--- src/rtl/multiply_map_engine.sv ---
// multiply_map_engine: sequential u32[origin+i] *= u32[modifier+i] executor with snapshot-safe ordering.
// Build macro MULTIPLY_MAP_SAT_EN saturates products to all-ones instead of truncating them.
module multiply_map_engine #(
  parameter int ADDR_W    = 8,
  parameter int DATA_W    = 32,
  parameter int NUM_FLAGS = 4,
  parameter int SEL_W     = 3
) (
  input  logic                 clk,
  input  logic                 rst,
  input  logic                 cmd_valid,
  output logic                 cmd_ready,
  input  logic [ADDR_W-1:0]    cmd_origin,
  input  logic [ADDR_W-1:0]    cmd_modifier,
  input  logic [ADDR_W:0]      cmd_length,
  input  logic [SEL_W-1:0]     cmd_cond_sel,
  input  logic [NUM_FLAGS-1:0] flags,
  output logic                 rd_en,
  output logic [ADDR_W-1:0]    rd_a_addr,
  output logic [ADDR_W-1:0]    rd_b_addr,
  input  logic [DATA_W-1:0]    rd_a_data,
  input  logic [DATA_W-1:0]    rd_b_data,
  output logic                 wr_en,
  output logic [ADDR_W-1:0]    wr_addr,
  output logic [DATA_W-1:0]    wr_data,
  output logic                 busy,
  output logic                 done,
  output logic                 skipped
);

  typedef enum logic [1:0] {
    IDLE  = 2'd0,
    RUN   = 2'd1,
    DRAIN = 2'd2,
    FIN   = 2'd3
  } state_t;

  localparam logic [ADDR_W-1:0] ADDR_ONE = {{(ADDR_W-1){1'b0}}, 1'b1};
  localparam logic [ADDR_W:0]   CNT_ONE  = {{ADDR_W{1'b0}}, 1'b1};

  state_t              state_r;
  state_t              next_state_s;
  logic                accept_s;
  logic                skip_s;
  logic [ADDR_W:0]     cnt_r;
  logic [ADDR_W:0]     len_r;
  logic                desc_r;
  logic                rd_en_r;
  logic [ADDR_W-1:0]   rd_a_addr_r;
  logic [ADDR_W-1:0]   rd_b_addr_r;
  logic                data_vld_r;
  logic [ADDR_W-1:0]   a_addr_d1_r;
  logic                wr_en_r;
  logic [ADDR_W-1:0]   wr_addr_r;
  logic [DATA_W-1:0]   wr_data_r;
  logic                cmd_ready_r;
  logic                busy_r;
  logic                done_r;
  logic                skipped_r;

  function automatic logic cond_eval(input logic [SEL_W-1:0] sel, input logic [NUM_FLAGS-1:0] f);
    logic result;
    result = (sel == {SEL_W{1'b0}});
    for (int k = 0; k < NUM_FLAGS; k++) begin
      result = result | ((int'(sel) == (k + 1)) & f[k]);
    end
    return result;
  endfunction

  function automatic logic [DATA_W-1:0] mul_word(input logic [DATA_W-1:0] a, input logic [DATA_W-1:0] b);
`ifdef MULTIPLY_MAP_SAT_EN
    logic [2*DATA_W-1:0] full;
    full = {{DATA_W{1'b0}}, a} * {{DATA_W{1'b0}}, b};
    if (full[2*DATA_W-1:DATA_W] != {DATA_W{1'b0}}) begin
      return {DATA_W{1'b1}};
    end else begin
      return full[DATA_W-1:0];
    end
`else
    return a * b;
`endif
  endfunction

  assign accept_s = cmd_valid && (state_r == IDLE);
  assign skip_s   = !cond_eval(cmd_cond_sel, flags) || (cmd_length == {(ADDR_W+1){1'b0}});

  // Next-state decode.
  always_comb begin
    next_state_s = state_r;
    case (state_r)
      IDLE: begin
        if (accept_s) begin
          next_state_s = skip_s ? FIN : RUN;
        end else begin
          next_state_s = IDLE;
        end
      end
      RUN: begin
        if (cnt_r == len_r) begin
          next_state_s = DRAIN;
        end else begin
          next_state_s = RUN;
        end
      end
      // The last product is in flight while data_vld_r is high.
      DRAIN: begin
        if (!data_vld_r) begin
          next_state_s = FIN;
        end else begin
          next_state_s = DRAIN;
        end
      end
      FIN:     next_state_s = IDLE;
      default: next_state_s = IDLE;
    endcase
  end

  // State register.
  always_ff @(posedge clk) begin
    if (rst) begin
      state_r <= IDLE;
    end else begin
      state_r <= next_state_s;
    end
  end

  // Read issue, operand pipeline, product register and status outputs.
  always_ff @(posedge clk) begin
    if (rst) begin
      cmd_ready_r <= 1'b1;
      busy_r      <= 1'b0;
      done_r      <= 1'b0;
      skipped_r   <= 1'b0;
      cnt_r       <= {(ADDR_W+1){1'b0}};
      len_r       <= {(ADDR_W+1){1'b0}};
      desc_r      <= 1'b0;
      rd_en_r     <= 1'b0;
      rd_a_addr_r <= {ADDR_W{1'b0}};
      rd_b_addr_r <= {ADDR_W{1'b0}};
      data_vld_r  <= 1'b0;
      a_addr_d1_r <= {ADDR_W{1'b0}};
      wr_en_r     <= 1'b0;
      wr_addr_r   <= {ADDR_W{1'b0}};
      wr_data_r   <= {DATA_W{1'b0}};
    end else begin
      cmd_ready_r <= (next_state_s == IDLE);
      busy_r      <= (next_state_s != IDLE);
      done_r      <= (next_state_s == FIN);
      skipped_r   <= (next_state_s == FIN) && (state_r == IDLE);
      data_vld_r  <= rd_en_r;
      a_addr_d1_r <= rd_a_addr_r;
      wr_en_r     <= data_vld_r;
      if (data_vld_r) begin
        wr_addr_r <= a_addr_d1_r;
        wr_data_r <= mul_word(rd_a_data, rd_b_data);
      end
      // Walking downwards when modifier < origin keeps every read ahead of the write that clobbers it.
      if (accept_s && !skip_s) begin
        len_r   <= cmd_length;
        desc_r  <= (cmd_modifier < cmd_origin);
        cnt_r   <= CNT_ONE;
        rd_en_r <= 1'b1;
        if (cmd_modifier < cmd_origin) begin
          rd_a_addr_r <= cmd_origin + cmd_length[ADDR_W-1:0] - ADDR_ONE;
          rd_b_addr_r <= cmd_modifier + cmd_length[ADDR_W-1:0] - ADDR_ONE;
        end else begin
          rd_a_addr_r <= cmd_origin;
          rd_b_addr_r <= cmd_modifier;
        end
      end else if ((state_r == RUN) && (cnt_r != len_r)) begin
        cnt_r   <= cnt_r + CNT_ONE;
        rd_en_r <= 1'b1;
        if (desc_r) begin
          rd_a_addr_r <= rd_a_addr_r - ADDR_ONE;
          rd_b_addr_r <= rd_b_addr_r - ADDR_ONE;
        end else begin
          rd_a_addr_r <= rd_a_addr_r + ADDR_ONE;
          rd_b_addr_r <= rd_b_addr_r + ADDR_ONE;
        end
      end else begin
        rd_en_r <= 1'b0;
      end
    end
  end

  assign cmd_ready = cmd_ready_r;
  assign busy      = busy_r;
  assign done      = done_r;
  assign skipped   = skipped_r;
  assign rd_en     = rd_en_r;
  assign rd_a_addr = rd_a_addr_r;
  assign rd_b_addr = rd_b_addr_r;
  assign wr_en     = wr_en_r;
  assign wr_addr   = wr_addr_r;
  assign wr_data   = wr_data_r;

endmodule

--- config.mk ---
export PLATFORM = sky130hd
export DESIGN_NAME = multiply_map_engine
export DESIGN_NICKNAME = d
export VERILOG_FILES = /design/src/rtl/multiply_map_engine.sv
export SDC_FILE = /design/constraint.sdc
export NUM_CORES = 1
export LEC_CHECK = 0
export ABC_CLOCK_PERIOD_IN_PS = 7560
export BUFFER_PORTS_ARGS = -buffer_cell sky130_fd_sc_hd__clkbuf_2
export CAP_MARGIN = 15
export CORE_AREA = 2 2 247 249
export DETAILED_ROUTE_END_ITERATION = 8
export DIE_AREA = 0 0 249 251
export PLACE_DENSITY = 0.5
export SLEW_MARGIN = 0
export SYNTH_ARGS = -nofsm -noshare
export SYNTH_HDL_FRONTEND = slang
export SYNTH_SLANG_ARGS = --single-unit
--- constraint.sdc ---
create_clock -name clk -period 7.56 [get_ports clk]
set_input_delay 0.756 -clock clk [delete_from_list [all_inputs] [get_ports clk]]
set_output_delay 0.756 -clock clk [all_outputs]
set_load 0.05 [all_outputs]
==> run metrics, run 1 <==
Slew headroom=0.308; Post-CTS Setup Inserts=0; predominant post-synthesis flop cell=dfxtp_1; FF+latch count, synth=92; main combinational cell family by area after synthesis=adder cells; FMAX=138 MHz; outcome=complete, no violations; RD Place Congestion=0.859; P&R area growth vs syn=11.1%; Final period util=0.962; Worst Setup End Kind=flip-flop; largest net degree at the start of global routing=79; startpoint types=input port; Yosys top cell area share=0.398; synthesized cell area=20,700 um^2; cell area after layout=23,000 um^2; die area=62,500 um^2; total number of vias=15,300; CP Class=in -> reg; CTS Sinks=92; Worst-Skew Late Latency=0.35 ns; commonest non-fill, non-tap cells in the layout=inv_1 (456), fa_1 (412), and2_1 (299); fin nets=3,112; Core Footprint=59,800 um^2; sequential area share after synthesis=0.0888; die span in x=249 um; Bufs on Longest Clock Path=2; final setup vio count=0; syn avg cell area=9.06 um^2; top area cells in the synthesized netlist=fa_1 (40%), ha_1 (10%), and2_1 (9.0%); Post-Synthesis Cells=2,290; total CTS buffers=9; Die Y-Extent=251 um; worst endpoint required time=7.77 ns; Post-synth ARST share=0; CTS tree=done; Post-synth EDFFs=0; Synth Area in Compound Gates=0.0562; Initial Util=0.347; leading area contributor after synthesis=fa_1; filler instances=6,055; worst setup margin=0.289 ns; first-pass GRT wire length=96,700 um; Final ANT Viol Nets=0; multiplexer share of the synthesized area=0.0258; XOR/XNOR share of the synthesized area=0.0543; PortBufs=160; Cell Count, Final, Fillers Out=3,219; First-pass DRT Iterations=6; DRC viols=0; Synthesized Nets=2,970; synth unique cells=58; CTS resizes=0; Post-Synth Simple-Gate Area=0.171; initial detailed-routing violation count=797; area occupied by multi-input gates=16,700 um^2; Post-Place Cells=3,203; RSZ-0062 raised after global routing=no; mean routed wirelength per cell=18.8 um; Top Ports=161; All-Layer GR Usage=0.200; placed instance area=22,700 um^2; Adder-Cell Fraction of Synth Area=0.500; clock-pin slew on the worst setup and hold paths=0.07 ns; minimum clock period=7.27 ns; vias per cell=4.75; fin. max-slew vios=0; CP Max Fanout=11; max-cap viol count=0; DPL Wire Length=51,400 um; clk_skew=0.00878 ns; total gr overflow=0; CTS H-tree lvls=3; Hold Vio Cnt, Final=0; hold buffer count at CTS=0; final WL=60,600 um; layout cell share with drive strength beyond 1=0.115; CTS Root Cell=clkbuf_16; FP Rows=90; crit path DAT=7.48 ns; Diodes inserted=0; initial antenna violation count=2; Place WS=-0.126 ns; worst min-delay path category=reg -> reg; Worst Tran Pin Value=1.04 ns; storage element area=1840 um^2; count of yosys warnings during synthesis=0; commonest non-fill, non-tap cell in the layout=inv_1; number of global-route vias before repair=16,600
==> per-stage QoR <==
step | TNS [ns] | util | hold WS (ns)
6_report | 0 | 0.385 | 0.468
5_1_grt | 0 | 0.385 | 0.497
2_1_floorplan | 0 | - | 0.441
3_3_place_gp | -0.0869 | 0.380 | 0.448
3_5_place_dp | -0.126 | 0.380 | 0.456
4_1_cts | 0 | 0.385 | 0.470
==> state kept, by name, summed over array words and instances, names as in the netlist, 2 cells and up <==
| register | count |
|---|---|
| a_addr_d1_r | 8 |
| cnt_r | 9 |
| len_r | 9 |
| rd_b_addr | 8 |
| rd_a_addr | 8 |
| wr_data | 32 |
| wr_addr | 8 |
| state_r | 2 |
==> cell type report <==
| cell class | instances | area share |
|---|---|---|
| Tap cell | 782 | 0.0425 |
| Sequential cell | 92 | 0.0800 |
| Clock buffer | 11 | 0.0105 |
| Multi-Input combinational cell | 1628 | 0.727 |
| Timing Repair Buffer | 244 | 0.0632 |
| Clock inverter | 5 | 0.00282 |
| Inverter | 457 | 0.0744 |
==> synth_stat cells (all sizes together), types with 4 or more instances <==
master / n
inv: 457
fa: 412
and2: 299
nand2: 249
ha: 169
clkbuf: 94
xnor2: 93
dfxtp: 92
nor2: 83
mux2i: 50
a21oi: 48
xor2: 33
a21o: 28
a211oi: 26
buf: 19
o21ai: 17
nor2b: 16
nand2b: 14
o21bai: 11
nor3: 9
o22ai: 9
a31oi: 7
nand3: 7
nand4: 6
and3: 5
o211ai: 5
a221oi: 4
a311oi: 4
or2: 4
==> worst paths after layout <==
path | startpoint | to | slack (ns) | cells past startpoint
setup / recovery | rd_b_data[2] | wr_data[31]$_SDFFE_PP0P_ | 0.29 | 22
hold / removal | a_addr_d1_r[5]$_SDFF_PP0_ | wr_addr[5]$_SDFFE_PP0P_ | 0.47 | 2
setup reg to reg | cnt_r[3]$_SDFFE_PP0P_ | rd_b_addr[3]$_SDFFE_PP0P_ | 4.39 | 7
hold reg to reg | a_addr_d1_r[5]$_SDFF_PP0_ | wr_addr[5]$_SDFFE_PP0P_ | 0.47 | 2
==> critical path: stages <==
cell	delay, ns
clkbuf_2	0.23
and2_1	0.26
fa_1	0.53
inv_1	0.05
fa_1	0.50
fa_1	0.49
fa_1	0.57
inv_1	0.05
fa_1	0.49
fa_1	0.61
fa_1	0.45
fa_1	0.41
ha_1	0.32
a211oi_1	0.22
o21bai_1	0.10
a2111o_1	0.42
a31oi_1	0.23
a31oi_1	0.18
a31oi_2	0.30
xnor2_1	0.11
mux2i_1	0.13
nor2_1	0.06
==> cells by family (layout without fill, tap and decap cells) <==
group / after synthesis / after routing
fa+ha+maj: 581 / 581
mux: 53 / 53
flops: 92 / 92
simple gates: 699 / 699
buf+inv: 570 / 717
xor+xnor: 127 / 127
compound gates: 168 / 168
==> layer usage <==
| layer | vias up | global-route usage | wire length [um] |
|---|---|---|---|
| met4 | 2 | 0.0338 | 962 |
| li1 | 7132 | - | - |
| met2 | 297 | 0.336 | 29200 |
| met3 | 48 | 0.0334 | 2900 |
| met5 | - | 0 | 16 |
| met1 | 7796 | 0.275 | 27500 |
Power of run 1 is not shown: default switching activity piles up to over one toggle a cycle in this logic, so the estimate is an artifact.
==> inputs of run 2 (changes only) <==
- REMOVE_ABC_BUFFERS: unset -> 1
==> run 2 against run 1 <==
Compared with the run above: final area grew 1.3%; sequential cell count is the same; clock-buffer cell count shrank 1; fmax shrank 0.52%; critical path depth is the same; via count grew 2.3%; final cell count grew 1.3%; clock skew grew 0.0047 ns; worst setup slack lost 0.038 ns; global-route usage grew 0.60 points; largest cell class unchanged.
==> run metrics, run 2 (same netlist as run 1, synthesis figures left out) <==
CP Class=in -> reg; critical-path cell list=clkbuf_2, and2_1, fa_1, fa_1, fa_1, inv_1, fa_1, inv_1, fa_1, fa_1, fa_1, fa_1, ha_1, a211oi_1, o21bai_1, a2111o_1, a31oi_1, a31oi_2, a31oi_1, xnor2_1, mux2i_1, nor2_1; commonest non-fill, non-tap cells in the layout=inv_1 (456), fa_1 (412), and2_1 (299); DPL Wire Length=51,600 um (+0.25%); Initial Util=0.347 (unchanged); RD Place Congestion=1.04 (+22%); max reg flops=32 (unchanged); worst min-delay path category=reg -> reg; CTS Sinks=92 (unchanged); PortBufs=160 (unchanged); CP Max Fanout=11 (unchanged); P&R area growth vs syn=12.6%; Top Ports=161 (unchanged); CP dominant cell by count=fa_1; minimum clock period=7.31 ns (+0.0382 ns); Core Footprint=59,800 um^2 (unchanged); final setup vio count=0 (unchanged); placed instance area=23,000 um^2 (+1.3%); CTS Root Cell=clkbuf_16; cell area after layout=23,400 um^2 (+1.3%); area occupied by multi-input gates=16,800 um^2 (about the same); initial detailed-routing violation count=810 (+1.6%); final WL=61,400 um (+1.2%); DRC viols=0 (unchanged); worst endpoint required time=7.81 ns (+0.04 ns); commonest non-fill, non-tap cell in the layout=inv_1; Post-CTS Setup Inserts=0 (unchanged); Worst-Skew Late Latency=0.38 ns (+0.03 ns); startpoint types=input port; fin nets=3,152 (+1.3%); total CTS buffers=9 (unchanged); max-cap viol count=0 (unchanged); die span in x=249 um (unchanged); die area=62,500 um^2 (unchanged); critical path's slowest cell=fa_1; Worst Setup End Kind=flip-flop; Worst Tran Pin Value=0.961 ns (-0.0768 ns); First-pass DRT Iterations=8 (+2); worst path buffer plus inverter count=3 (unchanged); Final ANT Viol Nets=0 (unchanged); clock-pin slew on the worst setup and hold paths=0.08 ns (about the same); clk_skew=0.0135 ns (+0.00470 ns); storage element area=1840 um^2 (unchanged); vias per cell=4.79 (+0.97%); outcome=complete, no violations; Bufs on Longest Clock Path=2 (unchanged); layout cell share with drive strength beyond 1=0.130 (+0.0155); total number of vias=15,600 (+2.3%); Top Family by Delay on Critical Path=adder cells; filler instances=6,095 (+0.66%); Crit path largest cell delay=0.60 ns (about the same); Die Y-Extent=251 um (unchanged); Hold Vio Cnt, Final=0 (unchanged); FMAX=137 MHz (-0.52%); All-Layer GR Usage=0.206 (+0.00602); Slew headroom=0.358 (+0.0499); largest net degree at the start of global routing=48 (-39%); number of global-route vias before repair=16,900 (+2.0%); mean routed wirelength per cell=18.8 um (about the same); crit path DAT=7.56 ns (+0.08 ns); first-pass GRT wire length=98,500 um (+1.9%); FP Rows=90 (unchanged); CTS H-tree lvls=3 (unchanged); total gr overflow=0 (unchanged); fin. max-slew vios=0 (unchanged); Final period util=0.967 (+0.00506); CTS tree=done; initial antenna violation count=6 (+4)
==> run 2: changes by cell type in the layout (fill, tap and decap cells not counted), sizes merged <==
cell,delta
buf,+39
bufinv,-1
clkinv,+1
diode,+1
inv,+1
==> run 2: repair_timing <==
| item | in CTS | in global routing |
|---|---|---|
| endpoints found under the hold margin | 0 | 0 |
| setup endpoints to repair | 0 | 3 |
| resized for setup | 0 | 3 |
| hold buffers | 0 | 0 |
==> run 2: through the flow <==
step	worst slack (ns)	std cells	TNS, ns	hold slack, ns	utilization
floorplan	0.735	2177	0	0.441	-
global placement	-0.123	3243	-0.273	0.449	0.385
detailed placement	-0.155	3243	-0.310	0.461	0.385
CTS	0.234	3259	0	0.476	0.390
global route	-0.00210	3259	-0.00210	0.496	0.391
finish	0.251	3260	0	0.471	0.391
==> run 2: final cells by class <==
type                            instances  share of cell area
Tap cell                              782              0.0419
Multi-Input combinational cell       1628               0.718
Antenna cell                            1            0.000107
Clock buffer                           10              0.0102
Clock inverter                          6             0.00257
Inverter                              457              0.0734
Timing Repair Buffer                  284              0.0752
Sequential cell                        92              0.0789
==> run 2: metal layers <==
layer | track usage | share of wire
met5 | 0 | 0.0011
met1 | 0.278 | 0.45
met2 | 0.343 | 0.47
met4 | 0.0518 | 0.026
met3 | 0.0370 | 0.052
==> run 2: tightest hold or removal path, cell delays in order, from the launching register on <==
cell and delay, ns:
dfxtp_1 0.31, mux2i_1 0.06, nor2_1 0.07
==> run 2: final timing paths <==
path	slack [ns]	depth (start not counted)	from	endpoint
setup reg to reg	4.67	10	desc_r$_SDFFE_PP0P_	rd_b_addr[7]$_SDFFE_PP0P_
hold / removal	0.47	2	a_addr_d1_r[6]$_SDFF_PP0_	wr_addr[6]$_SDFFE_PP0P_
hold reg to reg	0.47	2	a_addr_d1_r[6]$_SDFF_PP0_	wr_addr[6]$_SDFFE_PP0P_
setup / recovery	0.25	22	rd_a_data[14]	wr_data[31]$_SDFFE_PP0P_
Power of run 2 is left out for the same reason.
